<file path="config.mk">
export PLATFORM = sky130hd
export DESIGN_NAME = sc_unit
export DESIGN_NICKNAME = d
export VERILOG_FILES = /design/src/rtl/sc_unit.sv
export SDC_FILE = /design/constraint.sdc
export NUM_CORES = 1
export LEC_CHECK = 0
export BUFFER_PORTS_ARGS = -buffer_cell sky130_fd_sc_hd__buf_2
export CORE_MARGIN = 2
export CORE_UTILIZATION = 45
export DETAILED_ROUTE_END_ITERATION = 10
export PLACE_DENSITY = 0.8
export RECOVER_POWER = 100
export SYNTH_ARGS = -nofsm -noshare
export SYNTH_HDL_FRONTEND = slang
export SYNTH_SLANG_ARGS = --single-unit
</file>
<file path="constraint.sdc">
create_clock -name clk -period 2.4 [get_ports clk]
set_clock_uncertainty 0.15 [all_clocks]
set_input_delay 0 -clock clk [delete_from_list [all_inputs] [get_ports clk]]
set_output_delay 0 -clock clk [all_outputs]
set_load 0.05 [all_outputs]
</file>
<file path="src/rtl/sc_unit.sv">
// sc_unit: store-conditional resolution for the MEM stage.
// Holds the LL reservation, resolves SC success/failure against the
// (bypassed) LLbit, and performs the conditional bus write with req/ack.
module sc_unit #(
    parameter int unsigned ADDR_W  = 32,
    parameter int unsigned DATA_W  = 32,
    parameter int unsigned RES_LSB = 2
) (
    input  logic              clk,
    input  logic              rst,
    input  logic              flush,
    input  logic              ll_valid,
    input  logic [ADDR_W-1:0] ll_addr,
    input  logic              sc_valid,
    input  logic [ADDR_W-1:0] sc_addr,
    input  logic [DATA_W-1:0] sc_wdata,
    input  logic              llbit_i,
    input  logic              wb_llbit_we,
    input  logic              wb_llbit_value,
    input  logic              snoop_we,
    input  logic [ADDR_W-1:0] snoop_addr,
    input  logic              mem_ack,
    output logic              mem_req,
    output logic              mem_we,
    output logic [ADDR_W-1:0] mem_addr,
    output logic [DATA_W-1:0] mem_wdata,
    output logic [3:0]        mem_sel,
    output logic              stall_req,
    output logic              sc_done,
    output logic [DATA_W-1:0] sc_result,
    output logic              llbit_we_o,
    output logic              llbit_o,
    output logic              res_valid_o
);

    localparam int unsigned RA_W = ADDR_W - RES_LSB;

    typedef enum logic [1:0] {
        S_IDLE  = 2'd0,
        S_WAIT  = 2'd1,
        S_DRAIN = 2'd2
    } state_e;

    state_e              state_q, state_d;
    logic                res_valid_q, res_valid_d;
    logic [RA_W-1:0]     res_addr_q, res_addr_d;
    logic [ADDR_W-1:0]   mem_addr_q, mem_addr_d;
    logic [DATA_W-1:0]   mem_wdata_q, mem_wdata_d;
    logic                mem_req_q, mem_req_d;

    logic                eff_llbit;
    logic                res_match;
    logic                snoop_hit;
    logic                stall_c;
    logic                done_c;
    logic                ok_c;
    logic                llwe_c;
    logic                llval_c;

    // Granule offset bits never take part in reservation compares
    logic                unused_low_bits;
    assign unused_low_bits = ^{ll_addr[RES_LSB-1:0], snoop_addr[RES_LSB-1:0]};

    // LLbit as seen by this SC, with WB-stage bypass, and reservation hits
    always_comb begin
        eff_llbit = wb_llbit_we ? wb_llbit_value : llbit_i;
        res_match = res_valid_q && (res_addr_q == sc_addr[ADDR_W-1:RES_LSB]);
        snoop_hit = snoop_we && (snoop_addr[ADDR_W-1:RES_LSB] == res_addr_q);
    end

    // Next-state, reservation update and same-cycle responses
    always_comb begin
        state_d     = state_q;
        res_valid_d = res_valid_q & ~snoop_hit;
        res_addr_d  = res_addr_q;
        mem_addr_d  = mem_addr_q;
        mem_wdata_d = mem_wdata_q;
        stall_c     = 1'b0;
        done_c      = 1'b0;
        ok_c        = 1'b0;
        llwe_c      = 1'b0;
        llval_c     = 1'b0;
        case (state_q)
            S_IDLE: begin
                if (flush) begin
                    res_valid_d = 1'b0;
                end else if (sc_valid) begin
                    if (eff_llbit && res_match && !snoop_hit) begin
                        state_d     = S_WAIT;
                        mem_addr_d  = sc_addr;
                        mem_wdata_d = sc_wdata;
                        stall_c     = 1'b1;
                    end else begin
                        done_c      = 1'b1;
                        res_valid_d = 1'b0;
                    end
                end else if (ll_valid) begin
                    res_addr_d  = ll_addr[ADDR_W-1:RES_LSB];
                    res_valid_d = 1'b1;
                    llwe_c      = 1'b1;
                    llval_c     = 1'b1;
                end
            end
            S_WAIT: begin
                if (flush) begin
                    // Bus write cannot be abandoned; finish it silently
                    res_valid_d = 1'b0;
                    state_d     = mem_ack ? S_IDLE : S_DRAIN;
                end else if (mem_ack) begin
                    done_c      = 1'b1;
                    ok_c        = 1'b1;
                    llwe_c      = 1'b1;
                    res_valid_d = 1'b0;
                    state_d     = S_IDLE;
                end else begin
                    stall_c = 1'b1;
                end
            end
            S_DRAIN: begin
                if (mem_ack) begin
                    state_d = S_IDLE;
                end
            end
            default: begin
                state_d = S_IDLE;
            end
        endcase
        mem_req_d = (state_d != S_IDLE);
    end

    // State and datapath registers
    always_ff @(posedge clk) begin
        if (rst) begin
            state_q     <= S_IDLE;
            res_valid_q <= 1'b0;
            res_addr_q  <= '0;
            mem_addr_q  <= '0;
            mem_wdata_q <= '0;
            mem_req_q   <= 1'b0;
        end else begin
            state_q     <= state_d;
            res_valid_q <= res_valid_d;
            res_addr_q  <= res_addr_d;
            mem_addr_q  <= mem_addr_d;
            mem_wdata_q <= mem_wdata_d;
            mem_req_q   <= mem_req_d;
        end
    end

    // Output drive; same-cycle responses are held low while in reset
    always_comb begin
        mem_req     = mem_req_q;
        mem_we      = mem_req_q;
        mem_sel     = mem_req_q ? 4'b1111 : 4'b0000;
        mem_addr    = mem_addr_q;
        mem_wdata   = mem_wdata_q;
        res_valid_o = res_valid_q;
        stall_req   = stall_c & ~rst;
        sc_done     = done_c & ~rst;
        sc_result   = DATA_W'(ok_c & ~rst);
        llbit_we_o  = llwe_c & ~rst;
        llbit_o     = llval_c & ~rst;
    end

endmodule

</file>
Word-level counts from Yosys, hierarchy flattened
Cells that the tools add are included.
{ "classes": {"n_eq_ne": 4, "n_mux": 34, "n_bitwise": 11, "n_reduce_logical": 9} }
{ "ops": {"columns": ["cell", "count"], "rows": [
  ["30-bit equality test", 2],
  ["1-bit by 32-bit AND with 32-bit output", 1],
  ["1-bit NOT with 32-bit output", 1],
  ["1-bit two-way mux", 22],
  ["2-bit two-way mux", 6],
  ["1-bit case mux with 2 select lines", 4],
  ["4-bit AND reduction", 2],
  ["2-bit case mux with 3 select lines", 1],
  ["1-bit AND", 5],
  ["1-bit logical AND", 4],
  ["4-bit two-way mux", 1],
  ["1-bit NOT", 4],
  ["2-bit by 1-bit equality test with 1-bit output, second input constant", 1],
  ["2-bit equality test, second input constant", 1],
  ["2-bit zero test", 1],
  ["2-bit nonzero test", 1],
  ["1-bit zero test", 1]
]} }
{ "totals": {"reg_bits": 98, "in_bits": 138, "wordCells": 64} }

Logic depth before layout (Yosys ltp)
Gate-level depths: netlist of run 1.
{ "depth": {"depth_word": 9, "depth_mapped": 8} }

Worst setup path before layout of run 1
OpenSTA, ideal clock, no wires.
{ "synth_timing": {"path_kind": "register to output", "start": "reg res_addr_q[16]", "end": "out stall_req", "arrival_time_ps": 2700, "t_required_ps": 2250, "slack_ps": -450, "path_stages_with_launch": 8, "n_path_buf": 1, "cell_sequence": "dfxtp_1 xnor2_1 nand4_1 nor4_1 o2111a_1 buf_2 nand2_1 a211oi_1"} }
{ "synth_via": {"elab_chain_len": 9} }
{ "synth_lines": {"columns": ["item", "line", "text"], "rows": [
  ["start: declaration", "46", "logic [RA_W-1:0] res_addr_q, res_addr_d;"],
  ["start signal: assignment", "143", "res_addr_q <= res_addr_d;"],
  ["30-bit equality test (on tied branches)", "67, 68", null],
  ["1-bit logical AND (on tied branches)", "67, 68", null],
  ["1-bit logical AND or 1-bit zero test (tied branches)", "88", "if (eff_llbit && res_match && !snoop_hit) begin"],
  ["1-bit logical AND (*)", "88", null],
  ["1-bit two-way mux (*)", "88", null],
  ["1-bit two-way mux (*)", "87", "end else if (sc_valid) begin"],
  ["1-bit two-way mux (*)", "85", "if (flush) begin"],
  ["1-bit case mux with 2 select lines (*)", "83", "case (state_q)"],
  ["1-bit AND (*)", "158", "stall_req = stall_c & ~rst;"],
  ["end: declaration", "28", "output logic stall_req,"]
]} }
Mark *: on every way between the ends. The rest lies on a longest branch, timed or not.

Worst setup path after layout of run 1
{ "layout_timing": {"start": "reg res_addr_q[27]", "end": "reg mem_wdata_q[3], in the netlist mem_wdata[3]"} }
{ "layout_via": {"elab_chain_len": 5} }
{ "layout_lines": {"columns": ["item", "line", "text"], "rows": [
  ["30-bit equality test (on tied branches)", "67, 68", null],
  ["1-bit logical AND (on tied branches)", "67, 68", null],
  ["1-bit logical AND or 1-bit zero test (tied branches)", "88", null],
  ["1-bit logical AND (*)", "88", null],
  ["4-bit AND reduction (no source line) (*)", null, null],
  ["end signal: assignment", "145", "mem_wdata_q <= mem_wdata_d;"],
  ["end: declaration", "48", "logic [DATA_W-1:0] mem_wdata_q, mem_wdata_d;"]
]} }
Marks and branches as above.
A chain may end at the register's enable or synchronous reset.

==> impl_metrics.json, run 1 <==
{
  "synth_adder_area_share_pct": 0,
  "ant_nets": 0,
  "use_met1_pct": 34.1,
  "maxCapViolCount": 0,
  "clk_transition_reported_paths_ps": 100,
  "setup_viol": 0,
  "antenna_found_initial": 4,
  "grt_pass1_wl_um": 27200,
  "synthMuxAreaShare_pct": 0.483,
  "place.gp.congestion": 0.892,
  "synth_ff_type": "dfxtp_1",
  "finalHoldWorstSlack_ps": 268,
  "avgViaCountPerCell": 5.41,
  "root_buffer": "clkbuf_8",
  "critical_path.cell_chain": "xnor2_2 -> nand4_1 -> or4_4 -> o2111a_2 -> buf_4 -> buf_12 -> nand3_1 -> a21oi_1",
  "grt.busiest_layer": "met2",
  "status": "finished, final reports clean",
  "wl_um": 18200,
  "cp_max_fo": 21,
  "hold_class": "input port to flip-flop",
  "synth_edf_count": 0,
  "synth-async-reset-ratio_pct": 0,
  "cpMaxStageDelayCell": "or4_4",
  "fmaxAchievable_mhz": 423,
  "grt_max_degree": 48,
  "dp_hpwl_um": 10500,
  "relSlewSlack_pct": 55.7,
  "drt-initial-drc-count": 308,
  "core_area_mm2": 0.0102,
  "met2_usage_pct": 54.1,
  "row_count": 37,
  "critical_path_class": "flip-flop to flip-flop",
  "ir_drop_uv": 337,
  "grtUsageMet3_pct": 7.11,
  "dpl_cell_area_mm2": 0.00576,
  "wl_per_cell_um": 17.7,
  "grt_overflow": 0,
  "stdcell_area_mm2": 0.00734,
  "start_kind": "flip-flop",
  "cts_buffers": 9,
  "area_delta_synth_final_pct": 57.3,
  "final_common_cell": "buf_2",
  "synthSimpleGateAreaFrac_pct": 16.0,
  "initial_utilization_pct": 45.8,
  "synth-compound-area-share_pct": 19.0,
  "rsz0062_at_grt": "yes",
  "synth_cell_types": 30,
  "nets": 1022,
  "slowest_delay_ps": 530,
  "drv_slew": 0,
  "end_kind": "flip-flop",
  "cts_tree": "built",
  "timing.final.crit_share_pct": 98.6,
  "clkSinkCount": 98,
  "worst_ep_required_time_ps": 2470,
  "drive_above_1_share_pct": 27.6,
  "remaining_drc_errors": 0,
  "worst_pin_slew_ps": 668,
  "mostFrequentLayoutCells": "136 x buf_2, 106 x dlygate4sd3_1, 97 x a21oi_1",
  "htreeDepth": 3,
  "port_buffers": 209,
  "dr.pass1.iters": 5,
  "syn_area_mm2": 0.00467,
  "power_density_mw_per_mm2": 481,
  "fill_cells": 767,
  "syn_area_per_cell_um2": 8.07,
  "die_w_um": 106,
  "clock_latency_ps": 360,
  "p_leak_nw": 2.86,
  "gr-usage-all-layers_pct": 30.5,
  "final_cells": 1028,
  "via_count": 5559,
  "grt_pass1_vias": 5539,
  "clockBufferDepth": 2,
  "r2r_setup_slack_ps": 30,
  "io_pins": 245,
  "seq_area_frac_synth_pct": 42.0,
  "die_h_um": 106,
  "syn_inst": 578,
  "hold_viol_final": 0,
  "die_area_mm2": 0.0112,
  "synth_top_family_by_area": "compound AO/OA/AOI/OAI gates",
  "synth-xor-area-share_pct": 11.5,
  "ys_warn_count": 0,
  "ys_ff_latch": 98,
  "fin_crit_ps": 2370,
  "worstPathArrival_ps": 2440,
  "place_inst": 894
}
-- report_power, final --
part | switching, mW | internal (mW) | total [mW] | leakage [nW]
registers | 0.0217 | 1.64 | 1.66 | 0.803
logic | 0.354 | 0.294 | 0.649 | 1.95
clock network | 0.596 | 0.622 | 1.22 | 0.110
total | 0.972 | 2.56 | 3.53 | 2.86
-- synth_stat cells (8+ instances only) --
| master | number | area (um^2) |
|---|---|---|
| nand4_1 | 12 | 75.1 |
| nand2_1 | 64 | 240 |
| a21oi_1 | 97 | 485 |
| nand3_1 | 67 | 335 |
| dfxtp_1 | 98 | 1960 |
| xnor2_1 | 45 | 394 |
| buf_2 | 8 | 40.0 |
| o21ai_0 | 25 | 125 |
| buf_4 | 36 | 270 |
| clkbuf_1 | 29 | 109 |
| o21ai_1 | 40 | 200 |
| xor2_1 | 16 | 140 |
-- metal layers --
metal,wire [um],vias up,share of wire [%]
li1,-,2545,-
met1,6840,2615,38
met2,9040,313,50
met3,1380,84,7.6
met4,920,2,5.1
met5,13,-,0.071
-- cell type report --
class | count | area, um^2 | area share (%)
clock inverter | 5 | 85.1 | 1.16
sequential | 98 | 2000 | 27.3
clock buffer | 11 | 141 | 1.93
inverter | 5 | 18.8 | 0.256
antenna | 3 | 7.51 | 0.102
timing repair buffer | 347 | 2370 | 32.3
tap | 136 | 170 | 2.32
multi-input combinational | 423 | 2540 | 34.6
-- through the flow --
stage          power [mW]  utilization [%]  TNS [ps]  setup WS [ps]
5_1_grt              3.65             72.0      -230          -84.6
4_1_cts              3.49             70.2         0           4.07
3_3_place_gp         2.16             56.5         0            106
3_5_place_dp         2.16             56.5         0           64.0
2_1_floorplan        2.01                -         0           17.4
6_report             3.53             72.0         0           34.6
-- repair_timing --
| item | in CTS | in global routing |
|---|---|---|
| hold buffers | 106 | 0 |
| cloned | 0 | 2 |
| endpoints found under the hold margin | 98 | 0 |
| endpoints found under the setup margin | 2 | 72 |
| pin swaps | 11 | 18 |
| gates resized for setup | 16 | 54 |
| setup buffers | 5 | 2 |
-- registers in the layout, indices dropped and copies added (netlist names) --
signal	count
mem_addr	32
mem_req	1
mem_wdata	32
res_addr_q	30
res_valid_o	1
state_q	2
-- worst paths after layout --
check | cells past startpoint | to | start
max reg2reg | 8 | mem_wdata[3] | res_addr_q[27]
min | 4 | res_addr_q[29] | ll_addr[31]
max | 8 | mem_wdata[3] | res_addr_q[27]
min reg2reg | 2 | mem_addr[17] | mem_addr[17]
-- cell families (layout without fill, tap and decap cells) --
group           Yosys count  count (layout)
other cells               1              34
mux                       2               2
simple gates            159             159
buf+inv                  87             368
flops                    98              98
xor+xnor                 61              61
compound gates          170             170
-- critical path: cells and delay by family (launching register included) --
| kind | cells | cell delay [ps] |
|---|---|---|
| AND/OR/NAND/NOR | 3 | 770 |
| AO/OA/AOI/OAI | 2 | 390 |
| XOR/XNOR | 1 | 140 |
| buffers and inverters | 2 | 340 |
| flip-flops | 1 | 400 |
No activity file was read; power rests on OpenSTA's default activity.
==> run 2, diff against run 1 <==
clock period = 2.5 ns   (was 2.4 ns; I/O delays follow)
==> run 2 against run 1 <==
  * The run now ends with negative setup slack left
  * Combinational power down 7.7%
  * Sequential cell count is the same
  * Cell count shrank 0.58%
  * Via count fell by 2.7%
  * Clock power is 15% lower
  * Largest cell class unchanged
  * Highest routed layer unchanged
==> impl_metrics.json, run 2 (synthesis results as in run 1) <==
{
  "status": "finished with violations",
  "failed_checks": "negative setup slack",
  "start_kind": "flip-flop",
  "drive_above_1_share_pct": 22.5,
  "avgViaCountPerCell": 5.29,
  "place.gp.congestion": 0.841,
  "ant_nets": 0,
  "cpMaxStageDelayCell": "dfxtp_1",
  "antenna_found_initial": 2,
  "nets": 1018,
  "dpl_cell_area_mm2": 0.00577,
  "r2r-end": "mem_wdata[22]",
  "worst_ep_required_time_ps": 2350,
  "die_h_um": 106,
  "r2r_setup_slack_ps": 90,
  "htreeDepth": 3,
  "grt_pass1_vias": 5192,
  "regArea_mm2": 0.00197,
  "end_kind": "primary output",
  "worst_pin_slew_ps": 674,
  "path_buf_inv": 2,
  "clockBufferDepth": 2,
  "io_pins": 245,
  "remaining_drc_errors": 0,
  "worstHoldPathCells": 4,
  "cts_tree": "built",
  "cp_max_fo": 3,
  "row_count": 37,
  "hold_class": "input port to flip-flop",
  "worstPathArrival_ps": 2370,
  "fin_crit_ps": 2520,
  "clkSinkCount": 98,
  "hold_viol_final": 0,
  "grt_overflow": 0,
  "cp_top_family": "simple AND/OR/NAND/NOR gates",
  "cts_buffers": 9,
  "grt_max_degree": 46,
  "stdcell_area_mm2": 0.00707,
  "final_util_pct": 69.4,
  "core_area_mm2": 0.0102,
  "slowest_delay_ps": 440,
  "power_density_mw_per_mm2": 458,
  "dp_hpwl_um": 10600,
  "wl_per_cell_um": 17.0,
  "die_area_mm2": 0.0112,
  "fmaxAchievable_mhz": 397,
  "critical_path_class": "flip-flop to primary output",
  "wl_um": 17400,
  "fill_cells": 839,
  "clock_latency_ps": 360,
  "via_count": 5408,
  "setup_ws_ps": -18.6,
  "min_from": "ll_addr[21]",
  "port_buffers": 209,
  "drt-initial-drc-count": 369,
  "rsz0062_at_grt": "yes",
  "critical_path.cell_chain": "xnor2_1 -> nand4_1 -> nor4_1 -> buf_4 -> o2111a_2 -> nand2_1 -> a211oi_2 -> buf_6",
  "multiInputGateArea_mm2": 0.00239,
  "mostFrequentLayoutCells": "136 x buf_2, 111 x dlygate4sd3_1, 97 x a21oi_1",
  "dr.pass1.iters": 5,
  "root_buffer": "clkbuf_8",
  "initial_utilization_pct": 45.8,
  "r2r_start": "res_addr_q[7]",
  "reg2reg_depth": 8,
  "die_w_um": 106,
  "relSlewSlack_pct": 55.2,
  "setup_viol": 1,
  "grt_pass1_wl_um": 26700,
  "area_delta_synth_final_pct": 51.5,
  "maxCapViolCount": 0,
  "p_leak_nw": 2.74,
  "timing.final.crit_share_pct": 101,
  "final_common_cell": "buf_2",
  "drv_slew": 0,
  "clk_transition_reported_paths_ps": 100,
  "ir_drop_uv": 325,
  "gr-usage-all-layers_pct": 30.5,
  "hold_end": "res_addr_q[19]"
}
[run 2: what timing repair did]
item	4_1_cts	5_1_grt
pin swaps	3	0
setup buffers	2	0
setup endpoints to repair	2	13
hold endpoints to repair	98	0
hold buffers	111	0
resized for setup	5	9
[run 2: cell type report]
type / count / area share [%]
inverters: 5 / 0.265
multi-input cells: 423 / 33.8
clock inverters: 6 / 0.920
repair buffers: 343 / 32.9
diodes: 1 / 0.0354
clock buffers: 10 / 1.80
well taps: 136 / 2.41
flip-flops and latches: 98 / 27.8
[run 2: worst reg2reg max path, stage by stage (launching register included)]
cell and delay (ps):
dfxtp_1 350, xnor2_1 270, nand4_1 130, or4_4 560
o2111ai_4 230, buf_4 220, buf_12 180, o21ai_1 100
a21oi_1 180
[run 2: layer usage]
metal | part of all wire, % | up-vias | global-route usage [%] | routed length, um
met2 | 50 | 299 | 53.0 | 8670
met5 | 0.092 | - | 0 | 16
met3 | 7.3 | 73 | 6.56 | 1280
met1 | 38 | 2503 | 35.8 | 6680
met4 | 4.5 | 2 | 14.3 | 779
li1 | - | 2531 | - | -
[run 2: metrics by stage]
step	hold WS (ps)	setup WS [ps]	total power, mW	cells	setup TNS (ps)
finish	260	-18.6	3.24	1022	-18.6
global route	252	-123	3.38	1022	-123
CTS	251	1.30	3.24	1021	0
detailed placement	58.1	126	2.07	892	0
global placement	55.6	165	2.07	892	0
floorplan	-73.4	117	1.93	608	0
[run 2: how the worst max path moves through the flow]
stage                     depth (start not counted)            from             to  slack (ps)
after floorplan                                   7  res_addr_q[16]      stall_req         120
after global placement                            7  res_addr_q[19]  mem_wdata[30]         160
after detailed placement                          7  res_addr_q[19]    mem_addr[8]         130
after CTS                                         7   res_addr_q[7]      stall_req           1
after global routing                              9   res_addr_q[0]      stall_req        -120
final                                             8  res_addr_q[22]      stall_req         -20
[run 2: report_power, final]
part | total (mW) | internal, mW | leakage (nW) | switching (mW)
clock | 1.04 | 0.468 | 0.0971 | 0.575
combinational | 0.599 | 0.268 | 1.85 | 0.332
sequential | 1.60 | 1.58 | 0.792 | 0.0194
total | 3.24 | 2.31 | 2.74 | 0.926
